==> src/rtl/lzc_pkg.sv <==
// Shared constants and helpers for the leading-zero counter.
package lzc_pkg;

    localparam int DEFAULT_WIDTH = 4;

    // Bits needed to represent every count from 0 up to and including width.
    function automatic int clog2_plus1(input int width);
        return $clog2(width + 1);
    endfunction

endpackage

==> src/rtl/lzc_core.sv <==
// Combinational binary-tree leading-zero encoder.
// The word is zero-padded at the LSB end to a power of two; each tree node
// reports {valid, count} for its slice and the root is saturated to WIDTH.
module lzc_core
    import lzc_pkg::*;
#(
    parameter int WIDTH = DEFAULT_WIDTH,
    parameter int CNT_W = clog2_plus1(WIDTH)
) (
    input  logic [WIDTH-1:0] data_in,
    output logic [CNT_W-1:0] lz_count,
    output logic             all_zero
);

    localparam int LOGP = $clog2(WIDTH);
    localparam int P    = 1 << LOGP;

    // Heap-numbered tree: node 1 is the root, node n has upper child 2n and
    // lower child 2n+1, leaves P..2P-1 hold bits from MSB (P) down to LSB.
    logic [P-1:0]    padded;
    logic            v [1:2*P-1];
    logic [LOGP-1:0] c [1:2*P-1];

    assign padded = P'(data_in) << (P - WIDTH);

    // A leaf is valid when its bit is set; it then has zero leading zeros.
    for (genvar k = 0; k < P; k++) begin : g_leaf
        assign v[P+k] = padded[P-1-k];
        assign c[P+k] = '0;
    end

    // Prefer the upper half; otherwise skip it and count into the lower half.
    for (genvar d = 0; d < LOGP; d++) begin : g_level
        for (genvar i = 0; i < (1 << d); i++) begin : g_node
            localparam int N    = (1 << d) + i;
            localparam int HALF = P >> (d + 1);
            assign v[N] = v[2*N] | v[2*N+1];
            assign c[N] = v[2*N] ? c[2*N] : (c[2*N+1] + LOGP'(HALF));
        end
    end

    // Padding bits are zero, so only an all-zero word leaves the root invalid.
    always_comb begin
        all_zero = ~v[1];
        lz_count = v[1] ? CNT_W'(c[1]) : CNT_W'(WIDTH);
    end

endmodule

==> src/rtl/lead_zero_count.sv <==
// Registered leading-zero counter: one-cycle latency, valid-qualified result.
module lead_zero_count
    import lzc_pkg::*;
#(
    parameter int WIDTH = DEFAULT_WIDTH,
    parameter int CNT_W = clog2_plus1(WIDTH)
) (
    input  logic             clk,
    input  logic             rst_n,
    input  logic             in_valid,
    input  logic [WIDTH-1:0] data_in,
    output logic             out_valid,
    output logic [CNT_W-1:0] lz_count,
    output logic             all_zero
);

    logic [CNT_W-1:0] core_lz;
    logic             core_az;

    logic             out_valid_d, out_valid_q;
    logic [CNT_W-1:0] lz_count_d,  lz_count_q;
    logic             all_zero_d,  all_zero_q;

    lzc_core #(
        .WIDTH (WIDTH),
        .CNT_W (CNT_W)
    ) u_core (
        .data_in  (data_in),
        .lz_count (core_lz),
        .all_zero (core_az)
    );

    // Capture a new result only on accepted words; otherwise hold the last one.
    always_comb begin
        out_valid_d = in_valid;
        lz_count_d  = lz_count_q;
        all_zero_d  = all_zero_q;
        if (in_valid) begin
            lz_count_d = core_lz;
            all_zero_d = core_az;
        end
    end

    // Output registers; reset clears everything, discarding any in-flight word.
    always_ff @(posedge clk or negedge rst_n) begin
        if (!rst_n) begin
            out_valid_q <= 1'b0;
            lz_count_q  <= '0;
            all_zero_q  <= 1'b0;
        end else begin
            out_valid_q <= out_valid_d;
            lz_count_q  <= lz_count_d;
            all_zero_q  <= all_zero_d;
        end
    end

    assign out_valid = out_valid_q;
    assign lz_count  = lz_count_q;
    assign all_zero  = all_zero_q;

endmodule

==> config.mk <==
export PLATFORM = sky130hd
export DESIGN_NAME = lead_zero_count
export DESIGN_NICKNAME = d
export VERILOG_FILES = /design/src/rtl/lzc_pkg.sv /design/src/rtl/lzc_core.sv /design/src/rtl/lead_zero_count.sv
export SDC_FILE = /design/constraint.sdc
export NUM_CORES = 1
export LEC_CHECK = 0
export CORE_AREA = 10 10 47 49
export CTS_BUF_LIST = sky130_fd_sc_hd__clkbuf_8 sky130_fd_sc_hd__clkbuf_16
export CTS_CLUSTER_DIAMETER = 50
export DETAILED_ROUTE_END_ITERATION = 6
export DIE_AREA = 0 0 57 59
export PLACE_DENSITY = 0.36
export SLEW_MARGIN = 10
export SYNTH_ARGS = -nofsm -noshare
export SYNTH_HDL_FRONTEND = slang
export SYNTH_SLANG_ARGS = --single-unit
==> constraint.sdc <==
create_clock -name clk -period 0.8 [get_ports clk]
set_input_delay 0.08 -clock clk [delete_from_list [all_inputs] [get_ports clk]]
set_output_delay 0.08 -clock clk [all_outputs]
set_load 0.01 [all_outputs]
==> results.json <==
{
  "wl_per_cell_um": 11.1,
  "critPathLaunchType": "register",
  "drt_pass1_iterations": 2,
  "tritoncts": "built",
  "synthesized_nets": 22,
  "postCtsSetupRepairBufs": 0,
  "final_nets": 38,
  "worstPathCellList": "buf_2",
  "global_route.overflow_total": 0,
  "grt_max_degree": 5,
  "critPathBufInv": 1,
  "area_growth_pct": 88.2,
  "period_minus_slack_ns": 0.819,
  "placement.io_buffers": 11,
  "syn_area_per_cell_um2": 11.3,
  "placed_area_um2": 300,
  "setup_total_negative_slack_ns": -0.0417,
  "final_hold_viol_count": 0,
  "post_route_cells_drive_above_1_share": 0.414,
  "min-delay-path-class": "input port to async pin",
  "ctsHoldBuffers": 0,
  "worst_setup_path_end_kind": "output port",
  "start_util": 0.121,
  "first_global_vias": 171,
  "crit_fanout": 3,
  "wirelength_um": 501,
  "timing.clock.skew_ns": 0,
  "number_of_antenna_violations_at_the_first_check_in_global_routing": 0,
  "grt_setup_unrepaired": "true",
  "timing.final.setup_violations": 4,
  "synth_simple_gate_area_frac": 0.125,
  "antenna_cells_inserted": 0,
  "yosys.area_share.xor_xnor": 0,
  "clock-sinks": 4,
  "synth_compound_area_frac": 0.0662,
  "p_leak_uw": 0.000163,
  "crit_path_max_incr_delay_ns": 0.38,
  "via_count": 160,
  "finish.instance_area_um2": 320,
  "pwr_density_cell_mw_per_mm2": 2250,
  "final_cells": 45,
  "ant_nets": 0,
  "fp.dieW_um": 57,
  "ys_top_cells_by_area": "sky130_fd_sc_hd__dfrtp_1 59%, sky130_fd_sc_hd__mux2_2 13%, sky130_fd_sc_hd__buf_4 4.4%, sky130_fd_sc_hd__inv_1 4.4%, sky130_fd_sc_hd__nand2b_1 3.7%",
  "slew-limit-headroom": 0.858,
  "core_area_mm2": 0.00140,
  "cts-buffers-inserted": 3,
  "floorplan.die.height_um": 59,
  "critPathSlowestCell": "sky130_fd_sc_hd__dfrtp_1",
  "main_combinational_cell_family_by_area_after_synthesis": "multiplexers",
  "transition_time_of_the_tightest_slew_check_pin_ns": 0.212,
  "yosysTopAreaCell": "sky130_fd_sc_hd__dfrtp_1",
  "cp.required_ns": 0.72,
  "post-dp-hpwl_um": 401,
  "io-pin-count": 12,
  "slew_viol_final": 0,
  "failed_checks": "negative setup slack",
  "cts-root-buf": "sky130_fd_sc_hd__clkbuf_8",
  "synth_top_cell_area_share": 0.588,
  "nFillCells": 165,
  "run_status": "complete, but fails checks",
  "cts_max_level": 1,
  "post_place_cells": 42,
  "synth_seq_cells": 4,
  "worstPathArrival_ns": 0.74,
  "worst_slack_ns": -0.0189,
  "syn-cell-area_um2": 170,
  "worst_setup_hold_path_clk_slew_ns": 0.03,
  "synth_adder_area_share": 0,
  "yosys-mux-area-fraction": 0.132,
  "maxClockFrequency_mhz": 1220,
  "crit_family": "flip-flops",
  "synthesis.instances": 15,
  "fin_crit_sh": 1.02,
  "maxCapViolations": 0,
  "globalRouteTotalUtil": 0.0338,
  "cts-root-to-sink-buffers": 2,
  "place.gp.congestion": 0.585,
  "route.detailed.vias_per_inst": 3.56,
  "clock_insertion_delay_worst_skew_ns": 0.21,
  "global_route_wire_length_before_repair_um": 786,
  "drtIter0Drc": 1,
  "ir_drop_uv": 772,
  "die-area_mm2": 0.00336,
  "row_count": 14,
  "synth.distinct_cells": 10,
  "number_of_warnings_printed_during_yosys_synthesis": 0,
  "drt_drc_violations_left": 0,
  "yosysSeqAreaShare": 0.588,
  "timing.setup.critical_path_class": "register to output port"
}
## cell type report
cell class | instances | area, um^2 | area share
multi-input combinational | 8 | 65.1 | 0.203
timing repair buffer | 12 | 86.3 | 0.270
sequential | 4 | 100 | 0.313
inverter | 2 | 7.51 | 0.0234
tap | 16 | 20.0 | 0.0625
clock buffer | 3 | 41.3 | 0.129
## cells by family after synthesis
logic type / Yosys count
buffers and inverters: 3
multiplexers: 2
flip-flops: 4
AO/OA/AOI/OAI: 2
AND/OR/NAND/NOR: 4
## power breakdown
group	internal (uW)	leakage, uW	switching, uW
logic	44.6	0.0000899	38.6
registers	217	0.0000513	6.59
clock network	320	0.0000216	93.2
total	581	0.000163	138
## Yosys cell counts
cell                       n
sky130_fd_sc_hd__mux2_2    2
sky130_fd_sc_hd__nand2b_1  1
sky130_fd_sc_hd__buf_4     1
sky130_fd_sc_hd__a21oi_1   1
sky130_fd_sc_hd__nor2_1    1
sky130_fd_sc_hd__dfrtp_1   4
sky130_fd_sc_hd__inv_1     2
sky130_fd_sc_hd__nor3_1    1
sky130_fd_sc_hd__nor4_1    1
sky130_fd_sc_hd__o22ai_1   1
## metrics by stage
stage	hold slack, ns	total power (uW)	setup WS, ns	utilization
floorplan	-0.216	254	0.0178	-
global placement	0.301	330	-0.312	0.214
detailed placement	0.294	331	-0.321	0.214
CTS	0.0683	735	-0.0349	0.229
global route	0.0731	763	-0.0485	0.229
finish	0.0667	720	-0.0189	0.229
## sequential cells by signal, summed over array words and instances, names as in the netlist
name / flops
lz_count: 3
out_valid: 1
## worst paths after layout
check	from	end	slack (ns)	depth (start not counted)
setup / recovery	lz_count[2]	all_zero	-0.02	1
hold / removal	rst_n	lz_count[0]	0.07	1
setup reg to reg	lz_count[2]	lz_count[2]	0.03	1
hold reg to reg	lz_count[1]	lz_count[1]	0.52	1
max in group asynchronous	rst_n	out_valid	0.57	1
min in group clk	in_valid	out_valid	0.22	1
## layout by cell type (no fill, tap or decap), drive strengths merged
cell type      n
o22ai          1
nor4           1
mux2           2
clkdlybuf4s50  1
a21oi          1
dfrtp          4
nand2b         1
buf            6
inv            2
nor2           1
clkbuf         3
dlygate4sd2    5
nor3           1
## metal layers
metal	GRT usage	routed length [um]
met3	0.0322	79
met4	0.0403	0
met1	0.0312	209
met2	0.0388	212
met5	0	0
## timing repair
action	4_1_cts	5_1_grt
resized for setup	27	0
pin swaps	1	0
endpoints found under the setup margin	8	5
Power figures use the tool's default switching activity.
